$ cat src/rtl/arbiter_types.sv
// Shared types for the instruction/data cache arbiter: FSM states,
// requester identities and the default cache line width.
package arbiter_types;

    localparam int LINE_W_DEF = 256;

    typedef enum logic [1:0] {
        IDLE    = 2'd0,
        SERVE_I = 2'd1,
        SERVE_D = 2'd2,
        RECOVER = 2'd3
    } arb_state_t;

    typedef enum logic {
        ICACHE = 1'b0,
        DCACHE = 1'b1
    } requester_t;

endpackage

$ cat src/rtl/cache_arbiter.sv
// Arbitrates one physical memory port between the icache (read-only line
// fills) and the dcache (line fills and write-backs). One transaction is in
// flight at a time; ties alternate between the two caches. After each
// completion a single RECOVER cycle lets the finished requester drop its
// request before the next grant is considered.
module cache_arbiter
    import arbiter_types::*;
#(
    parameter int LINE_W = LINE_W_DEF,
    parameter int ADDR_W = 32
) (
    input  logic              clk,
    input  logic              rst,
    input  logic              i_pmem_read,
    input  logic [ADDR_W-1:0] i_pmem_address,
    output logic [LINE_W-1:0] i_pmem_rdata,
    output logic              i_pmem_resp,
    input  logic              d_pmem_read,
    input  logic              d_pmem_write,
    input  logic [ADDR_W-1:0] d_pmem_address,
    input  logic [LINE_W-1:0] d_pmem_wdata,
    output logic [LINE_W-1:0] d_pmem_rdata,
    output logic              d_pmem_resp,
    output logic              pmem_read,
    output logic              pmem_write,
    output logic [ADDR_W-1:0] pmem_address,
    output logic [LINE_W-1:0] pmem_wdata,
    input  logic [LINE_W-1:0] pmem_rdata,
    input  logic              pmem_resp
);

    arb_state_t        state_q, state_d;
    requester_t        last_grant_q, last_grant_d;
    logic [ADDR_W-1:0] addr_q, addr_d;
    logic [LINE_W-1:0] wdata_q, wdata_d;
    logic              write_q, write_d;

    logic i_req;
    logic d_req;
    logic grant_d;

    assign i_req = i_pmem_read;
    // A simultaneous read+write from the dcache counts as a write.
    assign d_req = d_pmem_read | d_pmem_write;
    // Dcache wins when it is alone, or on a tie when the icache had the last grant.
    assign grant_d = d_req && (!i_req || (last_grant_q == ICACHE));

    // Fill data is broadcast to both caches; only the resp qualifies it.
    assign i_pmem_rdata = pmem_rdata;
    assign d_pmem_rdata = pmem_rdata;

    // The memory request is driven straight from the latched transaction so
    // it cannot follow requester changes mid-service.
    assign pmem_address = addr_q;
    assign pmem_wdata   = wdata_q;

    // State and latched-transaction registers.
    always_ff @(posedge clk or posedge rst) begin
        if (rst) begin
            state_q      <= IDLE;
            last_grant_q <= ICACHE;
            addr_q       <= '0;
            wdata_q      <= '0;
            write_q      <= 1'b0;
        end else begin
            state_q      <= state_d;
            last_grant_q <= last_grant_d;
            addr_q       <= addr_d;
            wdata_q      <= wdata_d;
            write_q      <= write_d;
        end
    end

    // Grant selection, memory strobes and per-requester completion.
    always_comb begin
        state_d      = state_q;
        last_grant_d = last_grant_q;
        addr_d       = addr_q;
        wdata_d      = wdata_q;
        write_d      = write_q;
        pmem_read    = 1'b0;
        pmem_write   = 1'b0;
        i_pmem_resp  = 1'b0;
        d_pmem_resp  = 1'b0;

        case (state_q)
            IDLE: begin
                if (grant_d) begin
                    state_d      = SERVE_D;
                    last_grant_d = DCACHE;
                    addr_d       = d_pmem_address;
                    wdata_d      = d_pmem_wdata;
                    write_d      = d_pmem_write;
                end else if (i_req) begin
                    state_d      = SERVE_I;
                    last_grant_d = ICACHE;
                    addr_d       = i_pmem_address;
                    wdata_d      = '0;
                    write_d      = 1'b0;
                end
            end
            SERVE_I: begin
                pmem_read = 1'b1;
                if (pmem_resp) begin
                    i_pmem_resp = 1'b1;
                    state_d     = RECOVER;
                end
            end
            SERVE_D: begin
                pmem_read  = !write_q;
                pmem_write = write_q;
                if (pmem_resp) begin
                    d_pmem_resp = 1'b1;
                    state_d     = RECOVER;
                end
            end
            RECOVER: begin
                state_d = IDLE;
            end
            default: begin
                state_d = IDLE;
            end
        endcase
    end

    a_dcache_rw_exclusive: assert property (@(posedge clk) disable iff (rst)
        !(d_pmem_read && d_pmem_write))
        else $error("dcache read and write asserted together; handled as a write");

endmodule

$ cat config.mk
export PLATFORM = sky130hd
export DESIGN_NAME = cache_arbiter
export DESIGN_NICKNAME = d
export VERILOG_FILES = /design/src/rtl/arbiter_types.sv /design/src/rtl/cache_arbiter.sv
export SDC_FILE = /design/constraint.sdc
export NUM_CORES = 1
export LEC_CHECK = 0
export ABC_AREA = 1
export CORE_AREA = 2 2 536 538
export CTS_CLUSTER_SIZE = 24
export DETAILED_ROUTE_END_ITERATION = 10
export DIE_AREA = 0 0 538 540
export PLACE_DENSITY = 0.3
export REMOVE_ABC_BUFFERS = 1
export SETUP_SLACK_MARGIN = 0.1
export SLEW_MARGIN = 10
export SYNTH_ARGS = -nofsm -noshare
export SYNTH_HDL_FRONTEND = slang
export SYNTH_SLANG_ARGS = --single-unit
$ cat constraint.sdc
create_clock -name clk -period 13.28 [get_ports clk]
set_input_delay 1.992 -clock clk [delete_from_list [all_inputs] [get_ports clk]]
set_output_delay 1.992 -clock clk [all_outputs]
set_load 0.005 [all_outputs]
Yosys cells after proc, flatten, opt, wreduce, memory -nomap -nowiden --
Index checks and enable logic that the tools add are counted.
Storage, ports and cells: word-level logic and storage cells 37, flip-flop bits (word level) 292, output and inout port bits 804
Cells by class: bitwise logic cells 2, reduce and logical (&&, ||, !) cells 9, equality and inequality tests 5, muxes and demuxes 16
Operators with widths (number):
- 256-bit two-way mux | 2
- 32-bit two-way mux | 2
- 1-bit two-way mux | 7
- 2-bit two-way mux | 3
- 2-bit one-hot mux with 3 select lines | 1
- 2-bit equality test (second input constant) | 2
- 2-bit AND reduction | 2
- 3-bit != test (second input constant) | 1
- 2-bit by 1-bit equality test with 1-bit output (second input constant) | 1
- 1-bit logical NOT | 2
- 2-bit logical NOT | 1
- 2-bit by 1-bit != test with 1-bit output (second input constant) | 1
- 1-bit one-hot mux with 2 select lines | 1
- 2-bit nonzero test | 1
- 2-bit OR reduction | 1
- 1-bit logical AND | 1
- 1-bit logical OR | 1
- 1-bit NOT | 1
- 1-bit bitwise OR | 1

Depth between registers and ports, before layout --
depth in word-level cells 5, gate-level depth with buffers 8

Worst setup path before layout --
No wires, ideal clock.
path kind input -> output, from input port pmem_rdata[0], to output port d_pmem_rdata[0], arrival 2.103 ns, stages 1, setup slack 9.185 ns, path through buf_4
RTL lines:
- start, declared | line cache_arbiter.sv:28 | input logic [LINE_W-1:0] pmem_rdata,
- end, declared | line cache_arbiter.sv:22 | output logic [LINE_W-1:0] d_pmem_rdata,
No word-level cell between the ends.

Worst setup path in the final report --
from input port pmem_resp, to output port d_pmem_resp
On the way: cells in the longest elaborated chain, start to end 2
Ends and longest elaborated chain:
- start, declared | line cache_arbiter.sv:29 | input logic pmem_resp
- 1-bit two-way mux | line cache_arbiter.sv:112 | if (pmem_resp) begin
- 1-bit two-way mux | line cache_arbiter.sv:86 | case (state_q)
- end, declared | line cache_arbiter.sv:23 | output logic d_pmem_resp,
No other way between the ends.

==> results.yml <==
status:
  status: "finished clean"
sta:
  period_share_pct: 40.9
  clock.fmax_ghz: 0.184
  hold-worst-slack_ps: 468
  fin_crit_ps: 5430
  slew_headroom_pct: 26.1
  slew_violations: 0
  setup_viol_count_final: 0
  hold_viol: 0
  worstMarginPinSlew_ps: 1110
  clock-skew-final_ps: 68.8
  rsz0062_at_grt: "false"
  setup_slack_ps: 7850
  setup_tns_ps: 0
synthesis:
  syn_area_per_cell_um2: 8.18
  async_reset_ff_share_pct: 100
  synth_edf_count: 0
  synth_largest_area_cell: "dfrtp_1"
  ys_warn_count: 0
  ys_ff_latch: 292
  synthesis.area_mm2: 0.0154
  synthAdderAreaFrac_pct: 0.325
  synth_top_area_share_pct: 47.4
  synth_cell_type_count: 18
  synthSimpleGateAreaFrac_pct: 24.3
  synth_top_family_by_area: "buffers and inverters"
  synth_most_common_cell: "nand2_1"
  synthCells: 1883
  synthXorXnorAreaFrac_pct: 0
  synthTopCellsByCount: "943 x nand2_1, 523 x buf_4, 292 x dfrtp_1"
  ys_seq_area_share_pct: 47.4
  synth_mux_area_share_pct: 0
  synthTopCellsByArea: "dfrtp_1 47%, buf_4 25%, nand2_1 23%, buf_2 1.6%, nand3_1 1.1%"
  ys.flop_type: "dfrtp_1"
  synth_compound_area_share_pct: 0.219
cts:
  insertion_delay_ps: 680
  cts.repair.resized: 0
  ctsHoldBuffers: 0
  cts_root_buffer: "clkbuf_16"
  h-tree-depth: 2
  numClockSinks: 292
  cts_tree: "yes"
  numCtsBuffers: 46
  clk_pin_slew_ps: 60
  cts_setup_buffers: 0
  cts_buffer_depth: 3
min_path:
  holdCritPathClass: "reg2reg"
worst_setup_path:
  worstPathMaxFanout: 3
  path_cells: "clkdlybuf4s50_1, nand2_1, inv_1, clkdlybuf4s50_1"
  cp_common_cell: "clkdlybuf4s50_1"
  start_kind: "primary input"
  cpLargestDelayFamily: "buffers and inverters"
  crit_buf_inv: 3
  critPathKind: "in2out"
  required_ps: 11290
  crit_arrival_ps: 3440
  critPathSlowestCell: "clkdlybuf4s50_1"
  crit_path_max_incr_delay_ps: 740
  endpoint_kind: "output port"
power_and_ir_drop:
  power.share.clock_pct: 25.6
  total_power_mw: 5.20
  sequentialPowerShare_pct: 28.8
  power_switching_mw: 2.17
  swShare_pct: 41.7
  leakagePower_nw: 9.77
  p_int_mw: 3.03
  ir_worst_vdd_v: 0.0000992
  power.density_mw_per_mm2: 218
  pwr-share-comb_pct: 45.5
global_route:
  grt_pass1_vias: 13320
  grt_pass1_wl_um: 333000
  grt_use_total_pct: 20.1
  grt_max_degree: 92
  antenna_found_initial: 59
  overflow: 0
drt:
  routed_wl_um: 301000
  drtIter0Drc: 1258
  first_pass_iters: 4
  remaining_drc_errors: 0
  drt-vias-per-instance: 2.57
  wl_per_cell_um: 52.1
  route.vias.total: 14842
  postRouteAntennaNets: 0
placed_design:
  dpl.cell_count: 5693
  finalWeightedCongestion: 0.921
  portBuffers: 617
  dp_hpwl_um: 264000
  dp_slack_ps: 7430
  place_area_mm2: 0.0222
floorplanning:
  fp.dieW_um: 538
  dieArea_mm2: 0.291
  core_mm2: 0.284
  core.rowCount: 196
  initial_core_util_pct: 5.42
  die_h_um: 540
  pin_count: 1386
job:
  maxCapViolCount: 0
cells_and_area:
  final_cells: 5781
  fin_util_pct: 8.36
  design_area_mm2: 0.0238
  syn2layout_area_growth_pct: 54.3
  nets: 2565
  drive_gt1_share_pct: 4.86
[layout make-up]
type | count | area, um2
diodes | 3 | 7.51
clock buffers | 67 | 1310
clock inverters | 18 | 243
fillers | 33255 | 261000
inverters | 13 | 56.3
multi-input cells | 994 | 3870
flip-flops and latches | 292 | 7310
well taps | 3762 | 4710
repair buffers | 632 | 6290
[power groups by stage]
stage	Clock [mW]	Combinational (mW)	Sequential (mW)
2_1_floorplan	0	0.871	1.52
3_3_place_gp	0	2.51	1.50
3_5_place_dp	0	2.49	1.50
4_1_cts	1.41	2.50	1.50
5_1_grt	1.43	2.66	1.56
6_report	1.33	2.37	1.50
[cell families after synthesis]
kind of cell,Yosys count
and+or+nand+nor,984
buffers and inverters,597
DFF,292
AOI/OAI and AO/OA,6
adders and majority gates,4
[worst min-delay path, delay by kind of cell, from the launching register on]
family / cells / cell delay, ps
DFF: 1 / 340
and+or+nand+nor: 2 / 100
[metal layers]
| metal | vias to the layer above | part of all wire (%) | routed length [um] | GRT usage [%] |
|---|---|---|---|---|
| li1 | 5370 | - | - | - |
| met1 | 6699 | 21 | 64700 | 12.0 |
| met2 | 2420 | 43 | 131000 | 31.0 |
| met3 | 302 | 28 | 83800 | 26.3 |
| met4 | 51 | 5.1 | 15500 | 8.49 |
| met5 | - | 2.2 | 6510 | 17.6 |
[registers in the layout, summed over array words and instances, names as in the netlist]
signal / cells
last_grant_q: 1
pmem_wdata: 256
state_q: 2
pmem_address: 32
write_q: 1
[cells in the final DEF, fill, tap and decap left out]
cell,n
clkdlybuf4s50_1,617
nor2_4,1
o21ai_0,2
inv_6,3
bufinv_16,5
clkinv_2,7
nand3_1,34
nor2_1,2
clkinvlp_4,2
nand2_1,943
nand2_2,2
diode_2,3
clkbuf_8,8
a21oi_1,1
clkbuf_1,13
inv_8,1
inv_1,10
clkinv_8,1
buf_4,15
inv_2,2
clkbuf_16,46
dfrtp_1,292
a21oi_4,1
o21ai_4,2
ha_1,4
or2_2,2
[worst paths after layout]
path,end,cells past startpoint,slack (ps),startpoint
max,d_pmem_resp,4,7850,pmem_resp
min,pmem_wdata[181]$_DFFE_PP0P_,2,470,pmem_wdata[181]$_DFFE_PP0P_
max reg2reg,pmem_wdata[90]$_DFFE_PP0P_,9,9740,last_grant_q$_DFFE_PP0P_
min reg2reg,pmem_wdata[181]$_DFFE_PP0P_,2,470,pmem_wdata[181]$_DFFE_PP0P_
max in group asynchronous,pmem_address[3]$_DFFE_PP0P_,4,9260,rst
min in group asynchronous,pmem_wdata[46]$_DFFE_PP0P_,2,1850,rst
(Power assumes the default switching activity.)
